## src/rtl/can_crc_pkg.sv

```systemverilog
// Shared constants and state encoding for the CAN CRC engine (CRC-15 / CRC-17 / CRC-21).
package can_crc_pkg;
  localparam logic [14:0] CRC15_POLY = 15'h4599;
  localparam logic [16:0] CRC17_POLY = 17'h1685B;
  localparam logic [20:0] CRC21_POLY = 21'h102899;

  // CAN FD seeds the register with only the MSB set
  localparam logic [16:0] CRC17_INIT = 17'h10000;
  localparam logic [20:0] CRC21_INIT = 21'h100000;

  typedef enum logic [1:0] {
    IDLE  = 2'd0,
    ACCUM = 2'd1,
    HOLD  = 2'd2,
    SHIFT = 2'd3
  } crc_state_t;
endpackage

```

## src/rtl/can_crc_engine_ser.sv

```systemverilog
// MSB-first CRC serialiser: shadow copy of the held CRC plus a bit down-counter.
module can_crc_ser #(
  parameter int CRC_W = 15
) (
  input  logic             clk,
  input  logic             rst,
  input  logic             load,
  input  logic             active,
  input  logic [CRC_W-1:0] crc_in,
  output logic [CRC_W-1:0] shadow,
  output logic [CRC_W-1:0] crc_shifted,
  output logic             ser_bit,
  output logic             ser_last
);
  localparam int CW = (CRC_W > 1) ? $clog2(CRC_W) : 1;

  logic [CW-1:0] cnt;

  always_ff @(posedge clk or posedge rst) begin
    if (rst) begin
      shadow <= '0;
      cnt    <= '0;
    end else if (load) begin
      shadow <= crc_in;
      cnt    <= CW'(CRC_W - 1);
    end else if (active && cnt != '0) begin
      cnt <= cnt - 1'b1;
    end
  end

  assign crc_shifted = {crc_in[CRC_W-2:0], 1'b0};
  assign ser_bit     = active ? crc_in[CRC_W-1] : 1'b0;
  assign ser_last    = active && (cnt == '0);
endmodule

```

## src/rtl/can_crc_engine.sv

```systemverilog
// Serial CAN CRC engine: one destuffed bit per din_valid, frame delimited by start/finish.
// Define CAN_CRC_SER_EN to add the SHIFT state and MSB-first ser_* output.
module can_crc_engine
  import can_crc_pkg::*;
#(
  parameter int               CRC_W = 15,
  parameter logic [CRC_W-1:0] POLY  = 15'h4599,
  parameter logic [CRC_W-1:0] INIT  = '0,
  parameter int               CNT_W = 10
) (
  input  logic             clk,
  input  logic             rst,
  input  logic             start,
  input  logic             din,
  input  logic             din_valid,
  input  logic             finish,
`ifdef CAN_CRC_SER_EN
  input  logic             ser_req,
  output logic             ser_bit,
  output logic             ser_last,
`endif
  output logic [CRC_W-1:0] crc,
  output logic             crc_valid,
  output logic             crc_ok,
  output logic             busy,
  output logic [CNT_W-1:0] bit_cnt
);
  crc_state_t       state, state_nxt;
  logic [CRC_W-1:0] crc_nxt;
  logic [CNT_W-1:0] cnt_nxt;
  logic             take_bit;
  logic             fb;

  assign take_bit = (state == ACCUM) && din_valid && !start;
  assign fb       = crc[CRC_W-1] ^ din;

`ifdef CAN_CRC_SER_EN
  logic             ser_load;
  logic             ser_active;
  logic [CRC_W-1:0] shadow;
  logic [CRC_W-1:0] crc_shifted;

  assign ser_load   = (state == HOLD) && ser_req && !start;
  assign ser_active = (state == SHIFT);

  can_crc_ser #(.CRC_W(CRC_W)) u_ser (
    .clk         (clk),
    .rst         (rst),
    .load        (ser_load),
    .active      (ser_active),
    .crc_in      (crc),
    .shadow      (shadow),
    .crc_shifted (crc_shifted),
    .ser_bit     (ser_bit),
    .ser_last    (ser_last)
  );
`endif

  always_comb begin
    state_nxt = state;
    if (start) begin
      state_nxt = ACCUM;
    end else begin
      case (state)
        ACCUM: if (finish) state_nxt = HOLD;
`ifdef CAN_CRC_SER_EN
        HOLD:  if (ser_req) state_nxt = SHIFT;
        SHIFT: if (ser_last) state_nxt = HOLD;
`endif
        default: state_nxt = state;
      endcase
    end
  end

  // start wins over a coincident data bit; a bit alongside finish is still taken
  always_comb begin
    crc_nxt = crc;
    cnt_nxt = bit_cnt;
    if (start) begin
      crc_nxt = INIT;
      cnt_nxt = '0;
    end else if (take_bit) begin
      crc_nxt = {crc[CRC_W-2:0], 1'b0} ^ (fb ? POLY : '0);
      if (bit_cnt != '1) cnt_nxt = bit_cnt + 1'b1;
    end
`ifdef CAN_CRC_SER_EN
    else if (ser_active) begin
      crc_nxt = ser_last ? shadow : crc_shifted;
    end
`endif
  end

  always_ff @(posedge clk or posedge rst) begin
    if (rst) begin
      state   <= IDLE;
      crc     <= '0;
      bit_cnt <= '0;
    end else begin
      state   <= state_nxt;
      crc     <= crc_nxt;
      bit_cnt <= cnt_nxt;
    end
  end

  assign crc_valid = (state == HOLD);
  assign crc_ok    = (state == HOLD) && (crc == '0);
  assign busy      = (state == ACCUM) || (state == SHIFT);
endmodule

```

## config.mk

```make
export PLATFORM = sky130hd
export DESIGN_NAME = can_crc_engine
export DESIGN_NICKNAME = d
export VERILOG_FILES = /design/src/rtl/can_crc_pkg.sv /design/src/rtl/can_crc_engine_ser.sv /design/src/rtl/can_crc_engine.sv
export SDC_FILE = /design/constraint.sdc
export NUM_CORES = 1
export LEC_CHECK = 0
export ABC_AREA = 0
export CORE_ASPECT_RATIO = 1.5
export CORE_UTILIZATION = 36
export CTS_BUF_LIST = sky130_fd_sc_hd__clkbuf_8 sky130_fd_sc_hd__clkbuf_16
export CTS_CLUSTER_SIZE = 20
export DETAILED_ROUTE_END_ITERATION = 7
export PLACE_DENSITY = 0.67
export SLEW_MARGIN = 20
export SYNTH_ARGS = -nofsm -noshare
export SYNTH_HDL_FRONTEND = slang
export SYNTH_SLANG_ARGS = --single-unit
```

## constraint.sdc

```tcl
create_clock -name clk -period 1.55 [get_ports clk]
set_input_delay 0.465 -clock clk [delete_from_list [all_inputs] [get_ports clk]]
set_output_delay 0.465 -clock clk [all_outputs]
set_load 0.005 [all_outputs]
```

==> out/metrics.sh, run 1 <==
STATUS='finished, violations left'
VIOLATIONS='setup timing'
ROUTED_VIA_DENSITY=5.26
FINAL_WL_MM=4.21
SYNTH-MAIN-FF-CELL='dfrtp_1'
FIRST_PASS_GRT_WIRE_LENGTH_MM=6.54
SYNTH.MOST_COMMON_CELL='nand2_1'
SLEW_HEADROOM_PCT=82.3
CRITPATHBUFINV=1
CP-START-KIND='flop'
CTS_BUFS_INSERTED=3
PERIOD_MINUS_SLACK_NS=1.96
WORSTSKEWPAIRLATENCY_NS=0.27
ACHIEVABLE-FREQUENCY_MHz=510
DRIVE_GT1_SHARE_PCT=42.9
SYNTH.TOP_CELLS.BY_AREA='dfrtp_1 51%, nand2_1 8.2%, a21oi_1 7.1%'
GR-USAGE-ALL-LAYERS_PCT=22.0
CLK_PIN_SLEW_WORST_PATHS_NS=0.09
DRV_CAP=0
CTS_ROOT_BUF='clkbuf_8'
CTS_TREE='done'
CTS.SINKS=27
FINALMAXSLEWVIOLATIONS=0
PWR-SHARE-CLK_PCT=26.2
GRT_SETUP_UNREPAIRED='true'
TOTAL_DRC_ERRORS_IN_THE_ROUTED_LAYOUT=0
H-TREE-DEPTH=1
REQUIRED_NS=1.08
CHIP_HEIGHT_MICRONS=76.5
GP_CONGESTION=0.831
R2R-START='bit_cnt[1]'
ANT_NETS=0
SEQUENTIALPOWERSHARE_PCT=48.7
POWER.COMBINATIONAL.FRACTION_PCT=25.1
CELLLEAKAGEPOWER_nW=1.20
FF_LATCH_AREA_SQ_UM=676
PORT_BUFFERS=33
ROUTE.DETAILED.WL_PER_INST_MICRONS=15.3
PLACE_HPWL_MM=2.70
SYNTH-SEQ-AREA-SHARE_PCT=50.7
PNR_WORST_SETUP_SLACK_NS=-0.409
DIE-AREA_SQ_UM=3950
YS_FF_LATCH=27
CORE_AREA_SQ_UM=3480
CRITICAL_PATH_ARRIVAL_NS=1.49
SYNTHESIS.INSTANCES=141
FLOORPLAN.INITIALDENSITY_PCT=38.3
YS_TOP_CELLS_BY_COUNT='29 x nand2_1, 27 x dfrtp_1, 19 x a21oi_1'
TIMING_HOLD_VIOLATIONS_FINAL=0
TOTAL_SWITCHING_POWER_W=0.000422
SYNTH.DISTINCT_CELLS=33
SETUP_VIOL=5
CRITICAL_PATH.SLOWEST_CELL='dfrtp_1'
VIA_COUNT_OF_THE_FIRST_GLOBAL_ROUTING_PASS=1405
ANTENNA_CELLS=0
CRIT_START='crc[6]'
SYNTH_FP_NETS=148
FIRST_DRT_ITERATION_DRCS=35
PEAKVDDDROP_mV=0.458
GRT_UTIL_MET1_PCT=24.3
SYNTH_AREA_PER_CELL_SQ_UM=9.45
SETUP.WORST_PATH.CLASS='flop to output port'
FINALNETCOUNT=241
WORST_SETUP_TIMING_SLACK_AT_THE_PLACEMENT_STAGE_NS=-0.628
SW_FRAC_OF_TOTAL_PCT=27.2
WORSTHOLDPATHTYPE='primary input to async pin'
WORST_SETUP_PATH_END_KIND='output port'
SYNTH_AREA_LEADER_CELL='dfrtp_1'
YS.WARNINGS.COUNT=0
GRT_MAX_DEGREE=28
FINALCLOCKSKEW_NS=0.00365
CPPEAKSTAGEDELAY_NS=0.41
CTS_MAX_PATH_BUFFERS=2
GLOBALROUTE.BUSIESTLAYER='met2'
CRITICAL_PATH.MAX_FANOUT=2
SYN_AREA_SQ_UM=1330
SYNTH_ENABLE_FLOP_CELLS=0
NUMBER_OF_ANTENNA_VIOLATIONS_AT_THE_FIRST_CHECK_IN_GLOBAL_ROUTING=0
SYNTHARSTFLOPSHARE_PCT=100
GROUTE.LAYER.MET3.USAGE_PCT=3.59
CTS_HOLD_BUFFERS=0
GRT.MET2_USAGE_PCT=41.0
LAYOUT.CELL_AREA.NON_FILLER_SQ_UM=2410
NETLIST.AREA_LEADER.SHARE_PCT=50.7
TIGHTESTPINTRANSITION_NS=0.265
POST_DP_CELL_AREA_SQ_UM=1980
IOS=34
FINAL.PERIOD_UTILIZATION_PCT=126
AREA_DELTA_SYNTH_FINAL_PCT=81.0
NFILLCELLS=275
CELLPOWERDENSITY_nW_PER_UM2=643
DETAILROUTE.VIA_COUNT=1447
P_INT_W=0.00113
WORSTPATHCELLLIST='nor4_4 -> nand4_1 -> nor4_1 -> buf_2'
CP_TOP_FAMILY='simple AND/OR/NAND/NOR gates'
MULTI_INPUT_COMB_AREA_SQ_UM=762
ROW_COUNT=26
FIN_TNS_SETUP_NS=-0.528
DRT-PASS1-ITER-COUNT=4
GRT.OVERFLOW.TOTAL=0
DIE_W_MICRONS=51.7
## sequential cells by signal, summed over array words and instances, names as in the netlist
signal	cells
crc	15
bit_cnt	10
state	2
## logic make-up after synthesis
kind of cell / after synthesis / share of synthesized area (%)
adders and majority gates: 1 / 0.939
and+or+nand+nor: 59 / 21.9
DFF: 27 / 50.7
buffers and inverters: 11 / 3.38
xor gates and xnor gates: 11 / 7.23
AOI/OAI and AO/OA: 31 / 15.1
muxes: 1 / 0.751
## tightest hold or removal path, cell delays in order
cell,delay (ns)
clkdlybuf4s50_1,0.41
inv_1,0.10
buf_12,0.19
## metrics by stage
stage	hold slack, ns	power (W)	utilization (%)	std cells
final	0.534	0.00155	69.3	275
after global routing	0.557	0.00163	69.3	275
after CTS	0.545	0.00150	63.9	271
after detailed placement	0.540	0.00107	56.9	246
after global placement	0.513	0.00106	56.9	246
after floorplan	0.505	0.000895	-	141
## placed cells by master, fill, tap and decap left out, drive strengths merged, types with 6 or more instances in the layout
master,count
clkdlybuf4s15,7
xor2,9
buf,72
nand2,29
nor2,6
a21oi,19
clkbuf,6
nor4,6
dfrtp,27
dlygate4sd2,10
## cell type report
class,instances,share of cell area (%)
sequential,27,28.0
timing repair buffer,96,35.8
clock buffer,3,1.71
inverter,3,0.467
multi-input combinational,103,31.6
tap,42,2.18
clock inverter,1,0.207
## routing by layer
metal | routed length (microns) | vias up
li1 | - | 672
met1 | 1620 | 718
met4 | 95 | 0
met2 | 2300 | 48
met3 | 196 | 9
met5 | 0 | -
## power groups by stage
stage,Combinational [W],Sequential [W],Clock [W]
4_1_cts,0.000334,0.000749,0.000415
3_5_place_dp,0.000313,0.000760,0
5_1_grt,0.000423,0.000759,0.000448
6_report,0.000389,0.000755,0.000406
3_3_place_gp,0.000308,0.000757,0
2_1_floorplan,0.000122,0.000773,0
## what timing repair did
action / 4_1_cts / 5_1_grt
resized for setup: 82 / 45
pin swaps: 10 / 10
endpoints found under the setup margin: 38 / 24
buffers inserted: 23 / 10
## worst paths after layout
check / to / slack, ns / cells past startpoint
worst min register to register: bit_cnt[9] / 0.59 / 2
worst max-delay path: crc_ok / -0.41 / 4
worst max register to register: bit_cnt[1] / -0.05 / 7
worst min-delay path: bit_cnt[0] / 0.53 / 3
min in group clk: bit_cnt[9] / 0.59 / 2
max in group asynchronous: bit_cnt[6] / 0.86 / 3
No activity file was read; power rests on OpenSTA's default activity.
==> run 2: changes to the inputs <==
--- a/config.mk
+++ b/config.mk
@@ -5,13 +5,14 @@
 export SDC_FILE = /design/constraint.sdc
 export NUM_CORES = 1
 export LEC_CHECK = 0
-export ABC_AREA = 0
+export ABC_AREA = 1
 export CORE_ASPECT_RATIO = 1.5
 export CORE_UTILIZATION = 36
 export CTS_BUF_LIST = sky130_fd_sc_hd__clkbuf_8 sky130_fd_sc_hd__clkbuf_16
 export CTS_CLUSTER_SIZE = 20
 export DETAILED_ROUTE_END_ITERATION = 7
-export PLACE_DENSITY = 0.67
+export DONT_BUFFER_PORTS = 1
+export PLACE_DENSITY = 0.55
 export SLEW_MARGIN = 20
 export SYNTH_ARGS = -nofsm -noshare
 export SYNTH_HDL_FRONTEND = slang
==> out/metrics.sh, run 2 <==
SYNTH-MAIN-FF-CELL='dfrtp_1'  # unchanged
SYNTH_AREA_LEADER_CELL='dfrtp_1'  # unchanged
SYNTH_AREA_PER_CELL_SQ_UM=8.36  # was 9.45 sq um
FINALMAXSLEWVIOLATIONS=0  # unchanged
DRV_CAP=0  # unchanged
LARGEST_REGISTER='crc'  # unchanged
NETLIST.AREA_LEADER.SHARE_PCT=49.9  # was 50.7%
POST_DP_CELL_AREA_SQ_UM=1480  # was 1980 sq um
YS_FF_LATCH=27  # unchanged
FINALNETCOUNT=184  # was 241
SLEW_HEADROOM_PCT=74.3  # was 82.3%
IOS=34  # unchanged
ROUTED_VIA_DENSITY=5.12  # was 5.26
VIA_COUNT_OF_THE_FIRST_GLOBAL_ROUTING_PASS=1142  # was 1,405
SYNTH_FP_NETS=169  # was 148
CELLLEAKAGEPOWER_nW=0.749  # was 1.20 nW
CTS.SINKS=27  # unchanged
WORSTPATHCELLLIST='inv_2 -> nand4_1 -> nor2_1 -> nand2_1 -> nor3_2'  # was nor4_4 -> nand4_1 -> nor4_1 -> buf_2
TIMING_HOLD_VIOLATIONS_FINAL=0  # unchanged
FINAL_WL_MM=3.11  # was 4.21 mm
CLK_PIN_SLEW_WORST_PATHS_NS=0.10  # was 0.09 ns
DRIVE_GT1_SHARE_PCT=18.8  # was 42.9%
TOTAL_DRC_ERRORS_IN_THE_ROUTED_LAYOUT=0  # unchanged
FINAL.PERIOD_UTILIZATION_PCT=108  # was 126%
NUMBER_OF_ANTENNA_VIOLATIONS_AT_THE_FIRST_CHECK_IN_GLOBAL_ROUTING=0  # unchanged
GRT_MAX_DEGREE=28  # unchanged
WORST_SETUP_PATH_END_KIND='output port'  # unchanged
FIRST_DRT_ITERATION_DRCS=47  # was 35
WORST_R2R_PATH_DEPTH=8  # was 7
CPPEAKSTAGEDELAY_NS=0.43  # was 0.41 ns
CTS_ROOT_BUF='clkbuf_8'  # unchanged
REQUIRED_NS=1.08  # about the same
CHIP_HEIGHT_MICRONS=77.1  # was 76.5 microns
WORSTHOLDPATHTYPE='primary input to async pin'  # unchanged
AREA_DELTA_SYNTH_FINAL_PCT=15.1  # was 81.0%
CRITICAL_PATH.MAX_FANOUT=3  # was 2
CRITPATHBUFINV=1  # unchanged
DIE-AREA_SQ_UM=4010  # was 3950 sq um
LAYOUT.CELL_AREA.NON_FILLER_SQ_UM=1560  # was 2410 sq um
YS.WARNINGS.COUNT=0  # unchanged
YS_TOP_CELLS_BY_COUNT='35 x nand2_1, 28 x inv_1, 27 x dfrtp_1'  # was 29 x nand2_1, 27 x dfrtp_1, 19 x a21oi_1
ANT_NETS=0  # unchanged
ROUTE.DETAILED.WL_PER_INST_MICRONS=14.3  # was 15.3 microns
VIOLATIONS='setup timing'  # unchanged
SETUP_VIOL=1  # was 5
CRITICAL_PATH.SLOWEST_CELL='dfrtp_1'  # unchanged
PEAKVDDDROP_mV=0.622  # was 0.458 mV
H-TREE-DEPTH=1  # unchanged
FIN_TNS_SETUP_NS=-0.118  # was -0.528 ns
SETUP.WORST_PATH.CLASS='flop to output port'  # unchanged
CP_TOP_FAMILY='flip-flops'  # was simple AND/OR/NAND/NOR gates
CTS_BUFS_INSERTED=3  # unchanged
GRT_SETUP_UNREPAIRED='true'  # unchanged
CORE_AREA_SQ_UM=3510  # was 3480 sq um
GR-USAGE-ALL-LAYERS_PCT=17.0  # was 22.0%
SYNTH.DISTINCT_CELLS=22  # was 33
SYNTH.MOST_COMMON_CELL='nand2_1'  # unchanged
SYNTHESIS.INSTANCES=162  # was 141
CP-START-KIND='flop'  # unchanged
CTS_TREE='done'  # unchanged
SYN_AREA_SQ_UM=1350  # was 1330 sq um
STATUS='finished, violations left'  # unchanged
NFILLCELLS=363  # was 275
FIRST_PASS_GRT_WIRE_LENGTH_MM=5.11  # was 6.54 mm
NUMBER_OF_LOGIC_STAGES_ON_THE_CRITICAL_PATH_INCLUDING_BUFFERING=5  # was 4
CELLPOWERDENSITY_nW_PER_UM2=871  # was 643 nW/um^2
GP_CONGESTION=0.803  # was 0.831
MOSTFREQUENTLAYOUTCELLS='34 x nand2_1, 27 x dfrtp_1, 22 x inv_1'  # was 42 x buf_4, 28 x nand2_1, 27 x dfrtp_1, 27 x buf_6, 18 x a21oi_1
LARGEST_REGISTERS='crc (15), bit_cnt (10), state (2)'  # unchanged
ROW_COUNT=26  # unchanged
CTS_HOLD_BUFFERS=0  # unchanged
PNR_WORST_SETUP_SLACK_NS=-0.118  # was -0.409 ns
LARGEST_REGISTER_FFS=15  # unchanged
DIE_W_MICRONS=52.1  # was 51.7 microns
CRITICAL_PATH_ARRIVAL_NS=1.20  # was 1.49 ns
WORSTSKEWPAIRLATENCY_NS=0.28  # was 0.27 ns
CTS_MAX_PATH_BUFFERS=2  # unchanged
FINALCLOCKSKEW_NS=0.00519  # was 0.00365 ns
ANTENNA_CELLS=0  # unchanged
TIGHTESTPINTRANSITION_NS=0.385  # was 0.265 ns
SYNTH.TOP_CELLS.BY_AREA='dfrtp_1 50%, nand2_1 9.7%, inv_1 7.8%'  # was dfrtp_1 51%, nand2_1 8.2%, a21oi_1 7.1%
DRT-PASS1-ITER-COUNT=4  # unchanged
PORT_BUFFERS=0  # was 33
DETAILROUTE.VIA_COUNT=1116  # was 1,447
FLOORPLAN.INITIALDENSITY_PCT=38.5  # was 38.3%
PLACE_HPWL_MM=2.27  # was 2.70 mm
GRT.OVERFLOW.TOTAL=0  # unchanged
ACHIEVABLE-FREQUENCY_MHz=600  # was 510 MHz
MOSTFREQUENTLAYOUTCELL='nand2_1'  # was buf_4
PERIOD_MINUS_SLACK_NS=1.67  # was 1.96 ns
SYNTH-SEQ-AREA-SHARE_PCT=49.9  # was 50.7%
SYNTH_ENABLE_FLOP_CELLS=0  # unchanged
SYNTHARSTFLOPSHARE_PCT=100  # unchanged
==> run 2: changes by cell type in the layout (fill, tap and decap cells not counted), sizes merged, moves of 5 or more <==
cell | before | now
o21ai | 3 | 9
buf | 72 | 14
nand2 | 29 | 38
nand3 | 5 | 10
a21oi | 19 | 1
inv | 3 | 28
dlygate4sd2 | 10 | 0
o22ai | 0 | 14
clkdlybuf4s15 | 7 | 0
nor4 | 6 | 0
nor2 | 6 | 11
==> run 2: worst register-to-register path: cells and delay by family (launching register included) <==
kind | cells | cell delay (ns)
and+or+nand+nor | 6 | 0.60
DFF | 1 | 0.43
adders and majority gates | 1 | 0.17
buffers and inverters | 1 | 0.07
==> run 2: what timing repair did <==
item	CTS	global route
gates resized for setup	6	5
setup endpoints to repair	1	10
pin swaps	0	1
setup buffers	0	1
==> run 2: worst paths after layout <==
| kind | startpoint | end | slack (ns) |
|---|---|---|---|
| setup / recovery | crc[12] | crc_ok | -0.12 |
| hold / removal | rst | bit_cnt[8] | 0.12 |
| setup reg to reg | bit_cnt[1] | bit_cnt[9] | 0.17 |
| hold reg to reg | state[1] | state[1] | 0.54 |
| max in group asynchronous | rst | bit_cnt[0] | 1.16 |
| min in group clk | start | state[1] | 0.24 |
==> run 2: cells by family after synthesis <==
| kind of cell | synth area share (%) |
|---|---|
| AOI/OAI and AO/OA | 11.3 |
| xor gates and xnor gates | 5.82 |
| adders and majority gates | 0.924 |
| buffers and inverters | 9.61 |
| DFF | 49.9 |
| and+or+nand+nor | 22.5 |
==> run 2: cell type report <==
class,count,area [sq um],area share (%)
clock buffers,3,41.3,2.65
clock inverters,1,5.00,0.321
inverters,28,105,6.75
multi-input cells,103,573,36.8
flip-flops and latches,27,676,43.4
well taps,42,52.6,3.37
repair buffers,14,105,6.75
==> run 2: per-stage QoR <==
stage               setup slack (ns)  hold WS (ns)  instances  power (W)  utilization (%)
floorplan                      0.219         0.479        162   0.000889                -
global placement               0.116         0.436        213   0.000948             42.1
detailed placement            0.0979         0.445        213   0.000952             42.1
CTS                           -0.130         0.133        217    0.00136             43.6
global route                  -0.193         0.166        218    0.00141             44.3
finish                        -0.118         0.120        218    0.00136             44.3
==> run 2: power by group <==
| group | switching (W) | internal [W] | total [W] |
|---|---|---|---|
| sequential | 0.0000259 | 0.000732 | 0.000758 |
| combinational | 0.000116 | 0.0000746 | 0.000191 |
| clock | 0.000228 | 0.000181 | 0.000409 |
| total | 0.000370 | 0.000987 | 0.00136 |
==> run 2: layer usage <==
layer | routed length, microns | vias to the layer above | GRT usage, %
met3 | 157 | 5 | 3.17
met2 | 1710 | 23 | 30.3
li1 | - | 551 | -
met1 | 1180 | 537 | 18.3
met5 | 0 | - | 0
met4 | 62 | 0 | 8.11
